### config.mk
export PLATFORM = sky130hd
export DESIGN_NAME = irq_scheduler
export DESIGN_NICKNAME = d
export VERILOG_FILES = /design/src/rtl/irq_scheduler.sv
export SDC_FILE = /design/constraint.sdc
export NUM_CORES = 1
export LEC_CHECK = 0
export ABC_AREA = 1
export BUFFER_PORTS_ARGS = -buffer_cell sky130_fd_sc_hd__buf_2
export CAP_MARGIN = 30
export CORE_MARGIN = 5
export CORE_UTILIZATION = 58
export CTS_BUF_LIST = sky130_fd_sc_hd__clkbuf_16
export DETAILED_ROUTE_END_ITERATION = 10
export GPL_TIMING_DRIVEN = 0
export PLACE_DENSITY_LB_ADDON = 0.1
export SYNTH_ARGS = -nofsm -noshare
export SYNTH_HDL_FRONTEND = slang
export SYNTH_SLANG_ARGS = --single-unit
### constraint.sdc
create_clock -name clk -period 5.7 [get_ports clk]
set_clock_uncertainty 0.2 [all_clocks]
set_input_delay 0.285 -clock clk [delete_from_list [all_inputs] [get_ports clk]]
set_output_delay 0.285 -clock clk [all_outputs]
set_load 0.03 [all_outputs]
### src/rtl/irq_scheduler.sv
// Interrupt scheduler: per-source one-deep pending slots, mask gating, one event presented to the CPU at a time.
// Define IRQ_SCHED_RR_EN for round-robin selection; otherwise the lowest eligible index wins.
module irq_scheduler #(
  parameter int NSRC = 4,
  parameter int IDW  = 4
) (
  input  logic                 clk,
  input  logic                 rst,
  input  logic [NSRC-1:0]      src_irq,
  input  logic [32*NSRC-1:0]   src_data,
  input  logic                 mask_we,
  input  logic [NSRC-1:0]      mask_in,
  input  logic                 ack,
  output logic                 irq_out,
  output logic [IDW-1:0]       irq_id,
  output logic [31:0]          irq_data,
  output logic [NSRC-1:0]      ovf
);

  typedef enum logic [0:0] {
    ST_IDLE    = 1'b0,
    ST_PRESENT = 1'b1
  } state_t;

  state_t          r_state;
  state_t          w_state_nxt;
  logic [NSRC-1:0] r_pend;
  logic [NSRC-1:0] r_mask;
  logic [NSRC-1:0] r_ovf;
  logic [31:0]     r_slot [NSRC];
  logic [IDW-1:0]  r_irq_id;
  logic [31:0]     r_irq_data;
  logic [NSRC-1:0] w_elig;
  logic [NSRC-1:0] w_ack_clr;
  logic [IDW-1:0]  w_win;
  logic [31:0]     w_win_data;
  logic            w_found;
  logic            w_load;
`ifdef IRQ_SCHED_RR_EN
  logic [IDW-1:0]  r_last_grant;
`endif

  assign w_elig   = r_pend & ~r_mask;
  assign irq_out  = (r_state == ST_PRESENT);
  assign irq_id   = r_irq_id;
  assign irq_data = r_irq_data;
  assign ovf      = r_ovf;

  // Slot released by an acknowledge of the currently presented source.
  always_comb begin
    w_ack_clr = '0;
    for (int i = 0; i < NSRC; i++) begin
      if ((r_state == ST_PRESENT) && ack && (r_irq_id == IDW'(i))) begin
        w_ack_clr[i] = 1'b1;
      end else begin
        w_ack_clr[i] = 1'b0;
      end
    end
  end

`ifdef IRQ_SCHED_RR_EN
  // Round-robin winner: scan indices above the last grant first, then wrap to the bottom.
  always_comb begin
    w_found    = 1'b0;
    w_win      = '0;
    w_win_data = 32'h0000_0000;
    for (int i = 0; i < NSRC; i++) begin
      if (!w_found && w_elig[i] && (IDW'(i) > r_last_grant)) begin
        w_found    = 1'b1;
        w_win      = IDW'(i);
        w_win_data = r_slot[i];
      end else begin
        w_found = w_found;
      end
    end
    for (int i = 0; i < NSRC; i++) begin
      if (!w_found && w_elig[i] && (IDW'(i) <= r_last_grant)) begin
        w_found    = 1'b1;
        w_win      = IDW'(i);
        w_win_data = r_slot[i];
      end else begin
        w_found = w_found;
      end
    end
  end
`else
  // Fixed-priority winner: lowest eligible index.
  always_comb begin
    w_found    = 1'b0;
    w_win      = '0;
    w_win_data = 32'h0000_0000;
    for (int i = 0; i < NSRC; i++) begin
      if (!w_found && w_elig[i]) begin
        w_found    = 1'b1;
        w_win      = IDW'(i);
        w_win_data = r_slot[i];
      end else begin
        w_found = w_found;
      end
    end
  end
`endif

  // Next-state logic; a grant is taken only from IDLE so IDLE always lasts at least one cycle.
  always_comb begin
    w_state_nxt = r_state;
    w_load      = 1'b0;
    case (r_state)
      ST_IDLE: begin
        if (w_found) begin
          w_state_nxt = ST_PRESENT;
          w_load      = 1'b1;
        end else begin
          w_state_nxt = ST_IDLE;
        end
      end
      ST_PRESENT: begin
        if (ack) begin
          w_state_nxt = ST_IDLE;
        end else begin
          w_state_nxt = ST_PRESENT;
        end
      end
      default: begin
        w_state_nxt = ST_IDLE;
      end
    endcase
  end

  // FSM state register.
  always_ff @(posedge clk) begin
    if (rst) begin
      r_state <= ST_IDLE;
    end else begin
      r_state <= w_state_nxt;
    end
  end

  // Presented id/data are captured once at grant time and held until the next grant.
  always_ff @(posedge clk) begin
    if (rst) begin
      r_irq_id   <= '0;
      r_irq_data <= 32'h0000_0000;
    end else if (w_load) begin
      r_irq_id   <= w_win;
      r_irq_data <= w_win_data;
    end else begin
      r_irq_id   <= r_irq_id;
      r_irq_data <= r_irq_data;
    end
  end

  // Mask register.
  always_ff @(posedge clk) begin
    if (rst) begin
      r_mask <= '0;
    end else if (mask_we) begin
      r_mask <= mask_in;
    end else begin
      r_mask <= r_mask;
    end
  end

  // Pending slots: an ack frees the slot in the same cycle, so a simultaneous new event refills it cleanly.
  always_ff @(posedge clk) begin
    if (rst) begin
      r_pend <= '0;
      r_ovf  <= '0;
      for (int i = 0; i < NSRC; i++) begin
        r_slot[i] <= 32'h0000_0000;
      end
    end else begin
      for (int i = 0; i < NSRC; i++) begin
        if (src_irq[i] && (!r_pend[i] || w_ack_clr[i])) begin
          r_pend[i] <= 1'b1;
          r_slot[i] <= src_data[32*i +: 32];
          r_ovf[i]  <= 1'b0;
        end else if (src_irq[i]) begin
          r_ovf[i]  <= 1'b1;
        end else if (w_ack_clr[i]) begin
          r_pend[i] <= 1'b0;
          r_ovf[i]  <= 1'b0;
        end else begin
          r_pend[i] <= r_pend[i];
        end
      end
    end
  end

`ifdef IRQ_SCHED_RR_EN
  // Last-grant pointer for round-robin search.
  always_ff @(posedge clk) begin
    if (rst) begin
      r_last_grant <= IDW'(NSRC - 1);
    end else if (w_load) begin
      r_last_grant <= w_win;
    end else begin
      r_last_grant <= r_last_grant;
    end
  end
`endif

endmodule
==> impl_results.md <==
* YS warnings at 0
* Final hold vios at 0
* Overall fraction of global-route tracks in use at 0.309
* Drt total wl at 24.3 mm
* Clock share of power at 0.368
* Crit path arrival time at 2290 ps
* Global-route wire length before repair at 37.9 mm
* Layout cells sized above 1 at 0.209
* Mapped Cells at 911
* Setup_tns at 0 ps
* Root Buffer: clkbuf_16
* Fmax at 432 MHz
* Yosys cell types at 21
* Post-DR wirelength/cell at 16.9 um
* Initial antenna violation count at 0
* # rows at 42
* Overflow after GRT at 0
* Netlist Area Pre-Place at 0.00782 sq mm
* RSZ-0062 raised after global routing: false
* Worst Setup End Kind: register
* NetSw at 822 uW
* Power after layout at 3190 uW
* Post-synthesis average cell area at 8.58 sq um
* FF+latch count, synth at about 180
* Cell taking the most area after synthesis: edfxtp_1
* Post-route minimum period at between 2000 and 2500 ps
* Setup Fix Bufs, Post-CTS at 0
* Skew-Pair Late Insertion Delay at 430 ps
* Most frequent cells in the layout: 213 x nor2_1, 209 x buf_2, 176 x inv_1
* Post-synthesis sequential area ratio at 0.612
* Initial core utilization at 0.590
* DR DRC count at 0
* Die area at 0.0159 sq mm
* Pins over their slew limit at 0
* Top cells by area, synth: edfxtp_1 49%, dfxtp_1 12%, nor2_1 10%, inv_1 8.5%, nand2_1 8.0%
* Worst Hold Path Cells at 3
* Final instance area at 0.0110 sq mm
* Area Growth Syn to Fin at 41.1%
* Crit Path Class: reg2reg
* Port Buf Inserts at 178
* Critical Path Fanout Max at 10
* Max-cap violations at 0
* Critical Path RT at ~5700 ps
* Pre-antenna DRT Iters at 5
* Maximum vdd drop at 0.000209 V
* Buffer depth of the longest clock path at 2
* Commonest non-fill, non-tap cell in the layout: nor2_1
* Core area at 0.0132 sq mm
* Worst setup SP type: register
* CTS tree: done
* # setup viols final at 0
* Vias in the first global route at 7410
* Share of the synthesized area in the top cell type at 0.492
* DP Worst Slack at approximately 3500 ps
* DR vias at 7245
* Final ANT Viol Nets at 0
* Setup ws final at 3380 ps
* HPWL reported at the end of detailed placement at 14.1 mm
* H-Tree Depth at 4
* Status: finished, final reports clean
* Largest net degree at the start of global routing at 27
* Clk sinks at between 150 and 200
* Internal power at 2360 uW
* Initial DRC Count at 581
* Path depth of the worst reg2reg path at 6
* Die height at roughly 130 um
* Slew of the pin with the lowest slew margin at 742 ps
* Hold WC Path Type: in2reg
* Final #Nets at 1388
* Combinational share of power at 0.159
* Placed instance area at 0.00907 sq mm
* Worst relative slew slack at 0.505
* I/O pins at 181
* Routability cong. at 0.857
* Clk slew on worst S/H paths at 60 ps
* Sw Ratio at 0.258
* Final worst path period share at 0.406
* Power density cells at 289 mW/mm^2
* Leak at 0.00550 uW
* Die W at 126 um
* Util after Layout at 0.833
* CTS Buf Count at 17
* Sequential Power Share at 0.473
* Vias per inst at 5.04
* N_diodes at 0
==> layer usage <==
metal / up-vias / GRT usage / wire, um
li1: 3473 / - / -
met1: 3309 / 0.381 / 9340
met2: 397 / 0.537 / 12200
met3: 66 / 0.0690 / 1990
met4: 0 / 0.111 / 764
met5: - / 0 / 0
==> kinds of logic after synthesis <==
logic type | Yosys count | share of synthesized area
simple gates | 458 | 0.236
other cells | 1 | 0.000480
flops | 175 | 0.612
buf+inv | 221 | 0.113
compound gates | 56 | 0.0383
==> worst max-delay path, cell delays in order (launching register included) <==
cell and delay, ps:
dfxtp_1 430, inv_1 140, a31oi_1 450, nor2_1 100
nand2_1 320, buf_2 320, nor2_1 100
==> power groups by stage <==
stage | clock (uW) | combinational, uW | sequential, uW
CTS | 1170 | 492 | 1510
finish | 1170 | 507 | 1510
global route | 1220 | 550 | 1510
global placement | 0 | 395 | 1540
detailed placement | 0 | 417 | 1530
floorplan | 0 | 210 | 1570
==> cells in the mapped netlist (all sizes together) <==
| master | instances |
|---|---|
| nor2 | 218 |
| inv | 178 |
| nand2 | 170 |
| edfxtp | 128 |
| nand3 | 70 |
| dfxtp | 47 |
| a21oi | 40 |
| buf | 40 |
| o21ai | 11 |
| a31oi | 4 |
| clkbuf | 3 |
| a211oi | 1 |
| conb | 1 |
==> through the flow <==
step	hold WS, ps	cells
2_1_floorplan	206	912
6_report	7.81	1437
3_5_place_dp	253	1270
3_3_place_gp	251	1266
4_1_cts	1.46	1437
5_1_grt	10.8	1437
==> worst paths after layout <==
check | start | endpoint | slack [ps]
worst min register to register | irq_data[3] | irq_data[3] | 260
worst max-delay path | irq_id[0] | r_slot[2][11] | 3380
worst min-delay path | src_data[62] | r_slot[1][30] | 8
worst max register to register | irq_id[0] | r_slot[2][11] | 3380
==> layout make-up <==
| type | instances | area (sq um) |
|---|---|---|
| fillers | 768 | 2220 |
| repair buffers | 317 | 2340 |
| flip-flops and latches | 175 | 4780 |
| clock buffers | 21 | 526 |
| clock inverters | 11 | 78.8 |
| plain buffers | 43 | 219 |
| multi-input cells | 516 | 2190 |
| well taps | 176 | 220 |
| inverters | 178 | 668 |
==> registers in the layout, indices dropped and copies added, names as in the netlist <==
signal and cells:
irq_data 32, irq_id 2, irq_out 1, ovf 4, r_mask 4, r_pend 4
r_slot 128
==> timing repair <==
action                                 4_1_cts  5_1_grt
gates resized for setup                      0        0
endpoints found under the hold margin      136        0
hold buffers                               135        0
No activity file was read; power rests on OpenSTA's default activity.
